File: src/rtl/capture_sequencer.sv
// capture_sequencer: paces probe sampling, keeps a fixed pre-trigger history in a
// circular sample memory, watches for the configured trigger edges and then
// captures the post-trigger window, reporting where the trigger and record start are.
module capture_sequencer #(
  parameter int DEPTH   = 1024,
  parameter int ADDR_W  = 10,
  parameter int PRETRIG = 128
) (
  input  logic              clk,
  input  logic              rst,
  input  logic              arm,
  input  logic              abort,
  input  logic [28:0]       PRESCALING_FACTOR,
  input  logic [1:0][15:0]  TRIGGER_KIND,
  input  logic [15:0]       probe_in,
  output logic              mem_we,
  output logic [ADDR_W-1:0] mem_addr,
  output logic [15:0]       mem_wdata,
  output logic              busy,
  output logic              triggered,
  output logic              done,
  output logic [ADDR_W-1:0] trig_addr,
  output logic [ADDR_W-1:0] start_addr
);

  typedef enum logic [2:0] {
    ST_IDLE,
    ST_PREFILL,
    ST_WAIT_TRIG,
    ST_POST,
    ST_DONE
  } state_t;

  // The trigger sample is post-sample 1, so the post window holds DEPTH-PRETRIG writes.
  localparam int                POST_LEN   = DEPTH - PRETRIG;
  localparam logic [ADDR_W-1:0] PRE_LAST   = ADDR_W'(PRETRIG - 1);
  localparam logic [ADDR_W-1:0] POST_LAST  = ADDR_W'(POST_LEN - 1);
  localparam logic [ADDR_W-1:0] PRE_OFFSET = ADDR_W'(PRETRIG);

  state_t              state;
  logic [28:0]         pf_l;
  logic [1:0][15:0]    tk_l;
  logic [28:0]         cnt;
  logic [ADDR_W-1:0]   wr_ptr;
  logic [ADDR_W-1:0]   smp_cnt;
  logic [15:0]         prev;

  logic                active;
  logic                tick;
  logic [15:0]         rise;
  logic [15:0]         fall;
  logic [15:0]         match_vec;
  logic                fire;

  // Sample pacing and per-channel edge detection between the last and current sample.
  always_comb begin
    active    = (state == ST_PREFILL) || (state == ST_WAIT_TRIG) || (state == ST_POST);
    tick      = active && (cnt == (pf_l - 29'd1));
    rise      = ~prev & probe_in;
    fall      = prev & ~probe_in;
    match_vec = (tk_l[0] & rise) | (tk_l[1] & fall);
    fire      = (tk_l == '0) || (|match_vec);
  end

  assign busy = active;
  assign done = (state == ST_DONE);

  // Acquisition state machine with registered memory write port and trigger bookkeeping.
  always_ff @(posedge clk) begin
    if (rst) begin
      state      <= ST_IDLE;
      pf_l       <= 29'd1;
      tk_l       <= '0;
      cnt        <= '0;
      wr_ptr     <= '0;
      smp_cnt    <= '0;
      prev       <= '0;
      mem_we     <= 1'b0;
      mem_addr   <= '0;
      mem_wdata  <= '0;
      triggered  <= 1'b0;
      trig_addr  <= '0;
      start_addr <= '0;
    end else begin
      mem_we <= 1'b0;
      if (abort) begin
        state <= ST_IDLE;
      end else begin
        case (state)
          ST_IDLE, ST_DONE: begin
            if (arm) begin
              pf_l      <= (PRESCALING_FACTOR == 29'd0) ? 29'd1 : PRESCALING_FACTOR;
              tk_l      <= TRIGGER_KIND;
              cnt       <= '0;
              wr_ptr    <= '0;
              smp_cnt   <= '0;
              triggered <= 1'b0;
              state     <= ST_PREFILL;
            end
          end
          default: begin
            cnt <= tick ? 29'd0 : cnt + 29'd1;
            if (tick) begin
              mem_we    <= 1'b1;
              mem_addr  <= wr_ptr;
              mem_wdata <= probe_in;
              wr_ptr    <= wr_ptr + 1'b1;
              prev      <= probe_in;
              case (state)
                ST_PREFILL: begin
                  if (smp_cnt == PRE_LAST) begin
                    smp_cnt <= '0;
                    state   <= ST_WAIT_TRIG;
                  end else begin
                    smp_cnt <= smp_cnt + 1'b1;
                  end
                end
                ST_WAIT_TRIG: begin
                  if (fire) begin
                    trig_addr  <= wr_ptr;
                    start_addr <= wr_ptr - PRE_OFFSET;
                    triggered  <= 1'b1;
                    smp_cnt    <= ADDR_W'(1);
                    state      <= (POST_LEN == 1) ? ST_DONE : ST_POST;
                  end
                end
                ST_POST: begin
                  if (smp_cnt == POST_LAST) begin
                    state <= ST_DONE;
                  end else begin
                    smp_cnt <= smp_cnt + 1'b1;
                  end
                end
                default: begin
                end
              endcase
            end
          end
        endcase
      end
    end
  end

endmodule
File: config.mk
export PLATFORM = sky130hd
export DESIGN_NAME = capture_sequencer
export DESIGN_NICKNAME = d
export VERILOG_FILES = /design/src/rtl/capture_sequencer.sv
export SDC_FILE = /design/constraint.sdc
export NUM_CORES = 1
export LEC_CHECK = 0
export CAP_MARGIN = 20
export CORE_UTILIZATION = 30
export CTS_BUF_LIST = sky130_fd_sc_hd__clkbuf_2
export DETAILED_ROUTE_END_ITERATION = 16
export GPL_TIMING_DRIVEN = 0
export PLACE_DENSITY = 0.57
export SETUP_SLACK_MARGIN = 0.5
export SLEW_MARGIN = 20
export SYNTH_ARGS = -nofsm -noshare
export SYNTH_HDL_FRONTEND = slang
export SYNTH_SLANG_ARGS = --single-unit
File: constraint.sdc
create_clock -name clk -period 3.45 [get_ports clk]
set_input_delay 0.69 -clock clk [delete_from_list [all_inputs] [get_ports clk]]
set_output_delay 0.69 -clock clk [all_outputs]
set_load 0.01 [all_outputs]
# Yosys cells after proc, flatten, opt, wreduce, memory -nomap -nowiden
# Cells that the tools add are included.
[word_totals] register_bits=161 inputBits=81 output_inout_bits=50 word_cells=88
[classes] n_addsub=5 n_eq_ne=12 muxes=26 bitwise=9 n_reduce_logical=23
[op_table] operator="29-bit 2-to-1 mux" count=4
[op_table] operator="10-bit 2-to-1 mux" count=8
[op_table] operator="16-bit AND" count=4
[op_table] operator="32-bit zero test" count=1
[op_table] operator="16-bit inverter" count=2
[op_table] operator="10-bit case mux with 3 select lines" count=1
[op_table] operator="29-bit by 1-bit adder with 29-bit output (second input constant)" count=1
[op_table] operator="29-bit equality test" count=1
[op_table] operator="29-bit zero test" count=1
[op_table] operator="29-bit by 1-bit subtractor with 29-bit output (second input constant)" count=1
[op_table] operator="10-bit by 1-bit adder with 10-bit output (second input constant)" count=2
[op_table] operator="3-bit 2-to-1 mux" count=6
[op_table] operator="16-bit bitwise OR" count=1
[op_table] operator="16-bit OR reduction" count=1
[op_table] operator="6-bit AND reduction" count=2
[op_table] operator="10-bit equality test (second input constant)" count=1
[op_table] operator="10-bit by 7-bit equality test with 1-bit output (second input constant)" count=1
[op_table] operator="5-bit AND reduction" count=2
[op_table] operator="10-bit by 8-bit subtractor with 10-bit output (second input constant)" count=1
[op_table] operator="3-bit case mux with 3 select lines" count=1
[op_table] operator="3-bit AND reduction" count=3
[op_table] operator="3-bit by 2-bit equality test with 1-bit output (second input constant)" count=2
[op_table] operator="1-bit 2-to-1 mux" count=6
[op_table] operator="3-bit by 1-bit != test with 1-bit output (second input constant)" count=2
[op_table] operator="13 further kinds" count=20

# Logic depth before layout (Yosys ltp)
# Gate-level depths: netlist of the first run.
[depth] depth_word=10 mapped_depth=14 mapped_depth_nobuf=11

# Least setup slack after synthesis of the first run
# OpenSTA, ideal clock, no wires.
[synth_timing] kind="flip-flop to flip-flop" startpoint="register pf_l[9]" endpoint="register cnt[15]" setup_time_ns=0.117 arrival_ns=3.162 required_ns=3.333 slack_ns=0.171 stages_incl_launch_ff=13 path_buffers=3 synth_period_minus_slack_ns=3.279 cell_sequence="dfxtp_1 > buf_2 > or4_1 > or3_1 > a2111o_1 > a22oi_1 > nand4_1 > nor4_4 > o21ai_1 > buf_2 > nand2_1 > buf_2 > nor2_1"
[synth_between] elab_chain_len=5
[synth_rtl] element="start: declaration" line_no="41" rtl="logic [28:0] pf_l;"
[synth_rtl] element="start signal: assignment" line_no="92" rtl="pf_l <= (PRESCALING_FACTOR == 29'd0) ? 29'd1 : PRESCALING_FACTOR;"
[synth_rtl] element="29-bit by 1-bit subtractor with 29-bit output" line_no="58" rtl="tick = active && (cnt == (pf_l - 29'd1));"
[synth_rtl] element="29-bit equality test" line_no="58"
[synth_rtl] element="1-bit logical AND" line_no="58"
[synth_rtl] element="29-bit 2-to-1 mux" line_no="102" rtl="cnt <= tick ? 29'd0 : cnt + 29'd1;"
[synth_rtl] element="29-bit 2-to-1 mux" line_no="89" rtl="case (state)"
[synth_rtl] element="end signal: assignment" line_no="102"
[synth_rtl] element="end: declaration" line_no="43" rtl="logic [28:0] cnt;"
# No other way between the ends.
# A chain may end at the register's enable or synchronous reset.

# Worst setup path in the final report of the first run
[layout_timing] startpoint="register pf_l[10]" endpoint="register trig_addr[6]"
[layout_between] elab_chain_len=4
[layout_rtl] element="29-bit by 1-bit subtractor with 29-bit output" line_no="58"
[layout_rtl] element="29-bit equality test" line_no="58"
[layout_rtl] element="1-bit logical AND" line_no="58"
[layout_rtl] element="5-bit AND reduction (no source line)"
[layout_rtl] element="end signal: assignment" line_no="120" rtl="trig_addr <= wr_ptr;"
[layout_rtl] element="end: declaration" line_no="22" rtl="output logic [ADDR_W-1:0] trig_addr,"
# No other way between the ends.

==> results of run 1 <==
## placed cells by master, fill, tap and decap left out, types with 8 or more instances in the layout
master and n:
dfxtp_1 148, a32o_1 8, nand4_1 21, xnor2_1 22, nor4_1 27, xor2_1 34
clkbuf_1 23, buf_6 21, nor3_1 13, or3_1 11, and3_1 18, nand3b_1 26
inv_1 16, o21ai_1 8, a21oi_1 19, nor2_4 18, nand3_1 24, nor2_1 72
o21ai_0 24, mux2i_1 38, clkbuf_2 20, buf_4 27, clkdlybuf4s50_1 129, nand2_1 35
a22o_1 57
## state kept, by name, indices dropped and copies added, names as in the netlist
signal	cells
pf_l	29
state	3
triggered	1
trig_addr	10
start_addr	3
smp_cnt	10
prev	16
tk_l	32
mem_we	1
mem_addr	10
cnt	29
wr_ptr	10
## logic make-up after synthesis
family | after synthesis | synth area share
AOI/OAI and AO/OA | 181 | 0.1779
xor gates and xnor gates | 56 | 0.06585
adders and majority gates | 6 | 0.01008
buffers and inverters | 66 | 0.03880
DFF | 154 | 0.4139
muxes | 39 | 0.05241
and+or+nand+nor | 330 | 0.2411
## repair_timing
item | 4_1_cts | 5_1_grt
gates cloned | 3 | 4
resized for setup | 60 | 99
buffers inserted | 21 | 17
endpoints found under the setup margin | 95 | 141
pin swaps | 37 | 39
endpoints found under the hold margin | 0 | 0
hold buffers | 0 | 0
## report_power, final
| part | internal [W] | switching, W |
|---|---|---|
| Clock | 0.000440 | 0.000764 |
| Sequential | 0.00182 | 0.0000458 |
| Combinational | 0.000261 | 0.000284 |
| Total | 0.00252 | 0.00109 |
## stage by stage
step | hold WS (ps) | TNS [ps] | total power (W) | area (um2)
2_1_floorplan | 457.6 | 0 | 0.002135 | 7547
3_3_place_gp | 437.7 | -36680 | 0.002345 | 9254
3_5_place_dp | 448.7 | -27730 | 0.002346 | 9254
4_1_cts | 405.9 | 0 | 0.003592 | 9990
5_1_grt | 397.5 | -761.5 | 0.003755 | 10590
6_report | 464.7 | 0 | 0.003616 | 10590
## metal layers
| metal | GRT usage | up-vias | share of wire |
|---|---|---|---|
| met4 | 0.05813 | 0 | 0.021 |
| met3 | 0.04220 | 31 | 0.046 |
| met2 | 0.2999 | 175 | 0.47 |
| met1 | 0.2389 | 3435 | 0.46 |
| li1 | - | 3472 | - |
| met5 | 0 | - | 0 |
## path summary, 6_finish.rpt
kind | end
worst max-delay path | trig_addr[6]
worst min-delay path | tk_l[13]
worst max register to register | trig_addr[6]
worst min register to register | triggered
## cell type report
type / instances / area [um2]
multi-input cells: 612 / 4551
inverters: 16 / 60.06
flip-flops and latches: 154 / 3093
fillers: 2380 / 13730
plain buffers: 50 / 361.6
clock inverters: 15 / 201.4
repair buffers: 175 / 1829
well taps: 324 / 405.4
diodes: 1 / 2.502
clock buffers: 17 / 85.08
## worst max-delay path: stages (launching register included)
cell and delay, ps:
dfxtp_2 420, nor4_4 320, nand4_1 180, buf_4 180, or4_4 500, a211oi_2 190, o211ai_1 170, nor4_4 320
buf_6 210, buf_12 120, buf_6 90, nand3_4 140, clkbuf_16 230, mux2i_1 140, nor2_1 50
==> metrics, run 1 <==
I/O pin cnt=131; first-pass GRT wire length=36570 um; Worst EP required=4120 ps; Vias/cell=5.215; final global-route overflow total=0; post-layout util=0.4354; min-delay src=TRIGGER_KIND[13]; status=finished, final reports clean; Total Routed Length=24060 um; PD cells=341.5 mW/mm2; sequential area share after synthesis=0.4139; syn_nets=919; critical path arrival=4040 ps; synth unique cells=58; final setup margin=79.35 ps; Max IR drop VDD=0.1919 mV; Iter 0 DRT Violations=387; #FFs+latches synth=154; GRT Overall Usage=0.1837; die area=0.02546 mm2; routed via count=7113; CP Max Fanout=7; Synth async-reset ratio=0; max-cap violation count=0; fin. max-slew vios=0; layout cells sized above 1=0.1771; RSZ-0062 raised after global routing=true; row cnt=57; Routed Antenna Nets=0; r2r startpoint=pf_l[10]; Critical Path Source=pf_l[10]; Post-synth EDFFs=0; H-tree lvl count=4; slew of the pin with the lowest slew margin=851.3 ps; CTS root buffer=clkbuf_2; Final Hold Viols=0; Mapped Cells=832; area share of the largest cell type after synthesis=0.4139; Setup Skew=42.02 ps; synthesized cell area=0.007448 mm2; Initial Utilization=0.3063; clock transition at the registers of the reported paths=280 ps; initial antenna violation count=1; DRC errors left=0; Leak=4.110 nW; clock sinks=154; worst r2r path cells=14; hpwl dp=17080 um; CTS tree=yes; largest net degree at the start of global routing=17; area delta synth->final=42.16%; mean routed wirelength per cell=17.64 um; total CTS buffers=17; CP startpoint kind=flip-flop; largest cells by area after synthesis=dfxtp_1 (41%), a22o_1 (6.7%), mux2i_1 (5.2%); Yosys top cell by area=dfxtp_1; fin crit share=0.9770; Synth top cells by count=dfxtp_1 (154), nor2_1 (91), a22o_1 (57); vias in the first global route=6699; Buffers on Ports=130; Crit Path Class=reg -> reg; post-route insts no fill=1364; Final Wtd Congestion=0.8976; Hold Crit Depth=2; Avg Cell Area, Syn=8.952 um2; DP Worst Slack=-430.2 ps; reg-to-reg setup timing slack=80 ps; Final Critical Period=3371 ps; setup violators final=0; nets@finish=1113; first drt pass iteration count=5; DP Cell Count=1286; Die X=159.6 um; Hold Crit Class=in -> reg; Most used DFF post-synth=dfxtp_1; clock latency at the later pin of the worst-skew pair=790 ps; clock buffer depth=2; Worst Setup End Kind=flip-flop; Slew headroom=0.4324; Die Span Y=159.6 um; most frequent cell after synthesis=dfxtp_1; area of the core=0.02432 mm2; Max Freq=0.2967 GHz; Ys Warns=0
Note: power is estimated with default switching activity, not from simulation.
==> run 2: changes to the inputs <==
--- a/config.mk
+++ b/config.mk
@@ -6,6 +6,7 @@
 export NUM_CORES = 1
 export LEC_CHECK = 0
 export CAP_MARGIN = 20
+export CORE_ASPECT_RATIO = 0.6
 export CORE_UTILIZATION = 30
 export CTS_BUF_LIST = sky130_fd_sc_hd__clkbuf_2
 export DETAILED_ROUTE_END_ITERATION = 16
==> metrics, run 2 (synthesis results as in run 1) <==
status=finished, final reports clean (unchanged); clock buffer depth=2 (unchanged); Max Freq=0.3061 GHz (was 0.2967 GHz); fin. max-slew vios=0 (unchanged); I/O pin cnt=131 (unchanged); area delta synth->final=37.75% (was 42.16%); RSZ-0062 raised after global routing=true (unchanged); Sw Share=0.3020 (was 0.3023); max-cap violation count=0 (unchanged); PD cells=325.0 mW/mm2 (was 341.5 mW/mm2); clock power share=0.274 (was 0.333); fin crit share=0.9468 (was 0.9770); Hold Crit Class=in -> reg (unchanged); Total Routed Length=25220 um (was 24060 um); Final Wtd Congestion=0.8696 (was 0.8976); Reg area=0.003095 mm2 (was 0.003093 mm2); Iter 0 DRT Violations=667 (was 387); Die Span Y=124.1 um (was 159.6 um); Slew headroom=0.4015 (was 0.4324); clock latency at the later pin of the worst-skew pair=790 ps (about the same); leading cell type in the layout, fill and taps excluded=dfxtp_1 (unchanged); setup violators final=0 (unchanged); DRC errors left=0 (unchanged); final global-route overflow total=0 (unchanged); slew of the pin with the lowest slew margin=889.6 ps (was 851.3 ps); clock transition at the registers of the reported paths=260 ps (was 280 ps); Pint=0.002328 W (was 0.002523 W); largest register by flop count=tk_l (unchanged); min-delay src=TRIGGER_KIND[2] (was TRIGGER_KIND[13]); H-tree lvl count=4 (unchanged); Initial Utilization=0.3068 (was 0.3063); vias in the first global route=6402 (was 6699); final setup margin=183.4 ps (was 79.35 ps); Max IR drop VDD=0.1552 mV (was 0.1919 mV); DP Cell Count=1284 (was 1286); clock sinks=154 (unchanged); Setup TNS=0 ps (unchanged); layout cells sized above 1=0.1719 (was 0.1771); DP Worst Slack=-430.2 ps (about the same); CTS Hold Bufs=0 (unchanged); die area=0.02548 mm2 (was 0.02546 mm2); routed via count=7183 (was 7113); r2r startpoint=pf_l[9] (was pf_l[10]); Leak=3.985 nW (was 4.110 nW); largest net degree at the start of global routing=17 (unchanged); multi-input logic area=0.004514 mm2 (was 0.004551 mm2); switching power of the nets=0.001007 W (was 0.001093 W); Routed Antenna Nets=0 (unchanged); Critical Path Source=pf_l[9] (was pf_l[10]); critical path arrival=3930 ps (was 4040 ps); total CTS buffers=17 (unchanged); initial antenna violation count=2 (was 1); most frequent cells in the layout=dfxtp_1 (148), clkdlybuf4s50_1 (128), nor2_1 (74) (was dfxtp_1 (148), clkdlybuf4s50_1 (129), nor2_1 (72)); CP Max Fanout=7 (unchanged); Crit Path Class=reg -> reg (unchanged); first-pass GRT wire length=37400 um (was 36570 um); sequential share of power=0.560 (was 0.517); area of the core=0.02428 mm2 (was 0.02432 mm2); first drt pass iteration count=5 (unchanged); CTS root buffer=clkbuf_2 (unchanged); Worst Setup End Kind=flip-flop (unchanged); CTS tree=yes (unchanged); Die X=205.4 um (was 159.6 um); Vias/cell=5.329 (was 5.215); Buffers on Ports=130 (unchanged); # fillers=2397 (was 2380); row cnt=44 (was 57); mean routed wirelength per cell=18.71 um (was 17.64 um); Final Critical Period=3267 ps (was 3371 ps); Worst EP required=4110 ps (was 4120 ps); Power Total=0.003335 W (was 0.003616 W); Logic pwr share=0.165 (was 0.151); post-route insts no fill=1348 (was 1364); GRT Overall Usage=0.1966 (was 0.1837); max reg flops=32 (unchanged); Final Hold Viols=0 (unchanged); CP startpoint kind=flip-flop (unchanged); hpwl dp=18710 um (was 17080 um); leading registers by flop count=tk_l x32, cnt x29, pf_l x29 (unchanged); nets@finish=1098 (was 1113); Setup Skew=54.29 ps (was 42.02 ps)
## run 2: cell types whose count changed in the layout (fill, tap and decap cells not counted), moves of 5 or more
cell | before | now
a21oi_1 | 19 | 14
nor2_2 | 1 | 12
clkinv_1 | 0 | 6
nor2_4 | 18 | 5
inv_6 | 7 | 1
buf_12 | 7 | 2
clkbuf_2 | 20 | 25
buf_4 | 27 | 22
## run 2: path summary, 6_finish.rpt
kind                                   to  slack (ps)  cells after the start
worst min register to register  triggered         490                      2
worst min-delay path              tk_l[2]         460                      2
worst max-delay path            wr_ptr[1]         180                     13
worst max register to register  wr_ptr[1]         180                     13
## run 2: routing by layer
| metal | part of all wire | global-route usage | vias to the layer above |
|---|---|---|---|
| li1 | - | - | 3462 |
| met1 | 0.54 | 0.3165 | 3459 |
| met2 | 0.37 | 0.2409 | 241 |
| met3 | 0.076 | 0.05390 | 21 |
| met4 | 0.0091 | 0.05139 | 0 |
| met5 | 0 | 0 | - |
## run 2: cell type report
type | instances | share of cell area
multi-input combinational | 612 | 0.4400
sequential | 154 | 0.3017
timing repair buffer | 160 | 0.1599
tap | 322 | 0.03927
buffer | 50 | 0.03390
clock inverter | 15 | 0.01061
clock buffer | 17 | 0.008293
inverter | 16 | 0.005854
antenna | 2 | 0.0004878
## run 2: per-stage QoR
stage / utilization / instance area, um2 / hold slack [ps]
after global placement: 0.3811 / 9251 / 437.1
final: 0.4226 / 10260 / 464.7
after CTS: 0.4038 / 9804 / 408.4
after detailed placement: 0.3811 / 9251 / 449.4
after floorplan: - / 7547 / 457.6
after global routing: 0.4226 / 10260 / 393.3
## run 2: critical path, cell delays in order (launching register included)
cell	delay (ps)
dfxtp_2	360
buf_6	130
nor4_4	310
nand4_1	220
or4_4	540
a211oi_2	190
o211ai_1	170
nor4_4	320
buf_6	210
o21ai_4	90
buf_6	180
buf_4	130
buf_6	110
a32o_1	200
## run 2: power by group through the flow
stage | Sequential [W] | Clock [W] | Combinational (W)
after global routing | 0.00188 | 0.00102 | 0.000591
after CTS | 0.00187 | 0.000939 | 0.000507
after global placement | 0.00190 | 0 | 0.000448
after floorplan | 0.00188 | 0 | 0.000252
final | 0.00187 | 0.000914 | 0.000551
after detailed placement | 0.00190 | 0 | 0.000449
## run 2: what timing repair did
item,4_1_cts,5_1_grt
gates cloned,2,3
pin swaps,34,32
gates resized for setup,49,102
setup endpoints to repair,156,153
setup buffers,18,7
==> run 3: changes to the inputs <==
--- a/config.mk
+++ b/config.mk
@@ -7,6 +7,7 @@
 export LEC_CHECK = 0
 export CAP_MARGIN = 20
 export CORE_ASPECT_RATIO = 0.6
+export CORE_MARGIN = 1.5
 export CORE_UTILIZATION = 30
 export CTS_BUF_LIST = sky130_fd_sc_hd__clkbuf_2
 export DETAILED_ROUTE_END_ITERATION = 16
==> metrics, run 3 (synthesis results as in run 1) <==
status=finished, final reports clean (unchanged); CTS Hold Bufs=0 (unchanged); Hold Crit Class=reg -> reg (was in -> reg); RSZ-0062 raised after global routing=true (unchanged); DP Cell Count=1284 (unchanged); row cnt=44 (unchanged); GRT Overall Usage=0.1998 (was 0.1966); CTS tree=yes (unchanged); leading cell type in the layout, fill and taps excluded=dfxtp_1 (unchanged); H-tree lvl count=4 (unchanged); # fillers=2353 (was 2397); DP Worst Slack=-448.0 ps (was -430.2 ps); WHS=472.8 ps (was 464.7 ps); Max Freq=0.2994 GHz (was 0.3061 GHz); fin crit share=0.9682 (was 0.9468); initial antenna violation count=0 (was 2); post-route insts no fill=1361 (was 1348); fin. max-slew vios=0 (unchanged); clock buffer depth=2 (unchanged); r2r startpoint=pf_l[3] (was pf_l[9]); setup violators final=0 (unchanged); area delta synth->final=40.38% (was 37.75%); final global-route overflow total=0 (unchanged); Final Critical Period=3340 ps (was 3267 ps); PD cells=327.7 mW/mm2 (was 325.0 mW/mm2); post-layout util=0.4307 (was 0.4226); Crit Path Class=reg -> reg (unchanged); most frequent cells in the layout=dfxtp_1 (143), clkdlybuf4s50_1 (129), nor2_1 (71) (was dfxtp_1 (148), clkdlybuf4s50_1 (128), nor2_1 (74)); CP peak stage delay=500 ps (was 540 ps); # diodes=0 (was 2); Pint=0.002413 W (was 0.002328 W); max-cap violation count=0 (unchanged); CTS root buffer=clkbuf_2 (unchanged); sequential share of power=0.545 (was 0.560); Crit path max-delay family=simple AND/OR/NAND/NOR gates (unchanged); Leak=4.063 nW (was 3.985 nW); CP startpoint kind=flip-flop (unchanged); Logic pwr share=0.163 (was 0.165); Die X=206.4 um (was 205.4 um); Slew headroom=0.4540 (was 0.4015); CP max-delay cell=or4_1 (was or4_4); slew of the pin with the lowest slew margin=811.5 ps (was 889.6 ps); Iter 0 DRT Violations=722 (was 667); die area=0.02581 mm2 (was 0.02548 mm2); Die Span Y=125.1 um (was 124.1 um); total CTS buffers=17 (unchanged); critical path arrival=3990 ps (was 3930 ps); CP Max Fanout=7 (unchanged); switching power of the nets=0.001013 W (was 0.001007 W); clock transition at the registers of the reported paths=200 ps (was 260 ps); Critical Path Source=pf_l[3] (was pf_l[9]); DRC errors left=0 (unchanged); min-delay src=triggered (was TRIGGER_KIND[2]); Initial Utilization=0.3068 (unchanged); Routed Antenna Nets=0 (unchanged); clock sinks=154 (unchanged); mean routed wirelength per cell=19.21 um (was 18.71 um); nets@finish=1113 (was 1098); Max IR drop VDD=0.1766 mV (was 0.1552 mV); Design Area, Final=0.01046 mm2 (was 0.01026 mm2); CP Cell Sequence=buf_6 > nor4_4 > nand2_1 > or4_1 > a32o_1 > o211ai_1 > nor4_4 > buf_6 > buf_4 > or3_4 > or2_4 > o31ai_2 (was buf_6 > nor4_4 > nand4_1 > or4_4 > a211oi_2 > o211ai_1 > nor4_4 > buf_6 > o21ai_4 > buf_6 > buf_4 > buf_6 > a32o_1); Final Hold Viols=0 (unchanged); Worst Setup End Kind=flip-flop (unchanged); layout cells sized above 1=0.1752 (was 0.1719); leading registers by flop count=tk_l x32, cnt x29, pf_l x29 (unchanged); largest register by flop count=tk_l (unchanged); vias in the first global route=6550 (was 6402); max reg flops=32 (unchanged); Vias/cell=5.323 (was 5.329); Worst EP required=4100 ps (was 4110 ps); I/O pin cnt=131 (unchanged); routed via count=7245 (was 7183); Final Wtd Congestion=0.8877 (was 0.8696); WP buf/inv=3 (was 5); post-place instance area=0.009251 mm2 (unchanged); Setup Skew=49.99 ps (was 54.29 ps); final setup margin=109.6 ps (was 183.4 ps); clock latency at the later pin of the worst-skew pair=770 ps (was 790 ps); largest net degree at the start of global routing=17 (unchanged); Sw Share=0.2957 (was 0.3020); area of the core=0.02428 mm2 (unchanged); clock power share=0.292 (was 0.274); first-pass GRT wire length=39140 um (was 37400 um); Total Routed Length=26150 um (was 25220 um); Buffers on Ports=130 (unchanged); first drt pass iteration count=6 (was 5); hpwl dp=18960 um (was 18710 um)
run 3: power by group through the flow:
| stage | combinational, W | clock [W] | sequential, W |
|---|---|---|---|
| final | 0.000557 | 0.00100 | 0.00187 |
| after global placement | 0.000448 | 0 | 0.00190 |
| after global routing | 0.000598 | 0.00110 | 0.00188 |
| after floorplan | 0.000252 | 0 | 0.00188 |
| after detailed placement | 0.000450 | 0 | 0.00190 |
| after CTS | 0.000520 | 0.00103 | 0.00187 |
run 3: layout make-up:
class / count / area [um2] / share of cell area
Sequential cell: 154 / 3104 / 0.2969
Buffer: 50 / 369.1 / 0.03530
Clock buffer: 18 / 90.09 / 0.008616
Multi-Input combinational cell: 612 / 4502 / 0.4305
Timing Repair Buffer: 175 / 1799 / 0.1721
Tap cell: 322 / 402.9 / 0.03853
Clock inverter: 14 / 128.9 / 0.01233
Inverter: 16 / 60.06 / 0.005744
run 3: per-stage QoR:
stage / setup TNS, ps / power, W
2_1_floorplan: 0 / 0.002135
3_3_place_gp: -25860 / 0.002348
6_report: 0 / 0.003427
4_1_cts: 0 / 0.003413
3_5_place_dp: -29660 / 0.002349
5_1_grt: -53.05 / 0.003577
run 3: what timing repair did:
action | CTS | global route
cloned | 3 | 5
hold endpoints to repair | 0 | 0
pin swaps | 56 | 12
setup buffers | 24 | 13
endpoints found under the setup margin | 155 | 153
resized for setup | 79 | 76
run 3: layer usage:
| metal | GRT usage | part of all wire |
|---|---|---|
| met5 | 0 | 0 |
| met3 | 0.05031 | 0.086 |
| met2 | 0.2499 | 0.38 |
| met4 | 0.04731 | 0.0098 |
| met1 | 0.3254 | 0.52 |
run 3: worst min-delay path, stage by stage, from the launching register on:
cell	delay [ps]
dfxtp_1	350
inv_1	50
a21oi_1	50
run 3: path summary, 6_finish.rpt:
check / to / slack, ps / cells past startpoint
hold / removal: triggered / 470 / 2
hold reg to reg: triggered / 470 / 2
setup reg to reg: cnt[16] / 110 / 12
setup / recovery: cnt[16] / 110 / 12
==> RTL change, RTL diff (flow settings as in run 1) <==
Change the parameter `ADDR_W` from 10 to 9.
--- a/src/rtl/capture_sequencer.sv
+++ b/src/rtl/capture_sequencer.sv
@@ -3,7 +3,7 @@
 // captures the post-trigger window, reporting where the trigger and record start are.
 module capture_sequencer #(
   parameter int DEPTH   = 1024,
-  parameter int ADDR_W  = 10,
+  parameter int ADDR_W  = 9,
   parameter int PRETRIG = 128
 ) (
   input  logic              clk,
Interface: changed (resized mem_addr, start_addr and trig_addr); port bits go from 131 to 128. The function was not compared with the original's and may differ.
==> RTL change against run 1 <==
  * Worst setup slack better by 0.28 ns
  * Final area down 3.1%
  * First-iteration DRC count increased by 5.2%
  * Wire length down 5.6%
  * Total power shrank 0.86%
  * Sequential cell count down 5
  * Count of clock-buffer cells in the layout grew 2
  * Synthesized cell count shrank 3.7%
  * Area after synthesis down 2.7%
  * Clock skew rose by 0.0036 ns
==> RTL change: results (changes against run 1) <==
[clock_network]
clk_pin_slew_ns = 0.25  ; -0.03 ns
htree_num_levels = 4  ; unchanged
clockBufferDepth = 2  ; unchanged
cts_root_buf = clkbuf_2
cts_buffers = 17  ; unchanged
clkLatencyLatePin_ns = 0.73  ; -0.06 ns

[yosys]
async_flop_share_pct = 0  ; unchanged
synthTopCellsByCount = dfxtp_1 (149), nor2_1 (104), a22o_1 (58), mux2i_1 (40), nand2_1 (37)
synthTopCellsByArea = dfxtp_1 (41%), a22o_1 (7.0%), mux2i_1 (5.5%)
ys_seq_area_share_pct = 41.15  ; -0.24 points
synth_ff_type = dfxtp_1
yosysWarnings = 0  ; unchanged
synth_fp_nets = 886  ; -3.6%
ys_types = 68  ; +17%
synthCells = 801  ; -3.7%

[global_route]
antenna_found_initial = 0  ; -1
grt_pass1_vias = 6470  ; -3.4%
grt_pass1_wl_um = 35040  ; -4.2%
grt_max_degree = 17  ; unchanged
grt_use_total_pct = 18.28  ; -0.085 points

[placed_design]
placed_cells = 1247  ; -3.0%
placed_cell_area_um2 = 8946  ; -3.3%
place.gp.congestion = 0.8291  ; -7.6%
dp_hpwl_um = 16030  ; -6.2%
io_buffers = 127  ; -2.3%

[finish]
final_cells = 1321  ; -3.2%
reg_top3 = tk_l: 32 flops, cnt: 29 flops, pf_l: 29 flops
diodes = 0  ; -1
drive_gt1_share_pct = 19.96  ; +2.3 points
nNetsFinal = 1074  ; -3.5%

[detailed_routing]
firstDrtPassIters = 7  ; +2
num_vias = 6787  ; -4.6%
drt_iter0_drc = 407  ; +5.2%
routed_wl_um = 22710  ; -5.6%

[setup_path]
r2r-start = pf_l[3]
ff2ff_path_depth = 11  ; -3
r2r_end = trig_addr[7]
critPathTopFamily = simple AND/OR/NAND/NOR gates
cp.arrival_ns = 3.71  ; -0.33 ns
cpPeakStageDelay_ns = 0.48  ; -0.02 ns
critPathSlowestCell = dfxtp_1
crit_path_max_fanout = 6  ; -1
r2r_setup_slack_ns = 0.36  ; +0.28 ns

[worst_hold_path]
hold_path_end = smp_cnt[1]
hold_class = reg2reg
hold_depth = 2  ; unchanged
hp-start = smp_cnt[1]

[power_and_ir_drop]
vdd_drop_max_mv = 0.2266  ; +18%
power_leakage_nw = 3.806  ; -7.4%

[sta]
finalMaxSlewViolations = 0  ; unchanged
clock_skew_ns = 0.04564  ; +0.003614 ns
worst_pin_slew_ns = 0.7728  ; -0.07849 ns

[outcome]
status = complete, no violations

==> RTL change: changes by cell type after synthesis, moves of 5 or more <==
cell,run 1,this run
nand4_1,21,26
or3_1,12,6
o21ai_0,39,23
a32o_1,8,0
dfxtp_1,154,149
xnor2_1,22,33
and3_1,18,12
nor4_1,30,20
xor2_1,34,27
nor2_1,91,104
==> RTL change: tightest hold or removal path, delay by kind of cell, from the launching register on <==
kind	cells	cell delay (ns)
flops	1	0.38
compound gates	1	0.05
simple gates	1	0.07
==> RTL change: worst max-delay path by stage <==
stage	start	endpoint	slack [ns]	cells past startpoint
2_1_floorplan	pf_l[0]	wr_ptr[6]	0.53	12
6_report	pf_l[3]	trig_addr[7]	0.36	11
4_1_cts	pf_l[12]	trig_addr[7]	0.25	11
3_3_place_gp	probe_in[13]	smp_cnt[5]	-0.36	11
5_1_grt	pf_l[1]	trig_addr[7]	0.23	13
3_5_place_dp	probe_in[13]	smp_cnt[5]	-0.37	11
==> RTL change: metal layers <==
metal | vias to the layer above | wire length [µm] | global-route usage [%]
li1 | 3323 | - | -
met1 | 3288 | 10740 | 24.47
met2 | 158 | 10600 | 29.44
met3 | 18 | 1158 | 4.708
met4 | 0 | 208 | 3.791
met5 | - | 0 | 0
==> RTL change: logic make-up after synthesis <==
group	after synthesis	synth area share, %
AO/OA/AOI/OAI	152	15.52
XOR/XNOR	60	7.250
adder cells (fa/ha/maj)	4	0.6905
buffers and inverters	61	3.763
flip-flops	149	41.15
multiplexers	43	5.990
AND/OR/NAND/NOR	332	25.63
==> RTL change: where the power goes <==
part           total (W)  internal, W  switching, W
logic           0.000587     0.000300      0.000287
clock network    0.00119     0.000497      0.000693
registers        0.00181      0.00176     0.0000479
==> RTL change: cell type report <==
cell class              instances  area, µm²
fillers                      2346      13350
multi-input cells             591       4459
flip-flops and latches        149       3019
repair buffers                169       1724
well taps                     319      399.1
plain buffers                  49      322.8
clock inverters                13      193.9
clock buffers                  19      95.09
inverters                      12      47.55
==> RTL change: per-stage QoR <==
step	util, %	setup TNS [ns]	hold slack (ns)	setup slack, ns
after floorplan	-	0	0.4492	0.5323
after global placement	37.89	-4.237	0.4622	-0.3553
after detailed placement	37.89	-4.399	0.4713	-0.3677
after CTS	41.28	0	0.4699	0.2510
after global routing	43.46	0	0.4264	0.2283
final	43.46	0	0.5081	0.3593
==> RTL change: what timing repair did <==
action,4_1_cts,5_1_grt
cloned,3,4
pin swaps,38,48
gates resized for setup,77,99
endpoints found under the setup margin,88,88
endpoints found under the hold margin,0,0
setup buffers,25,10
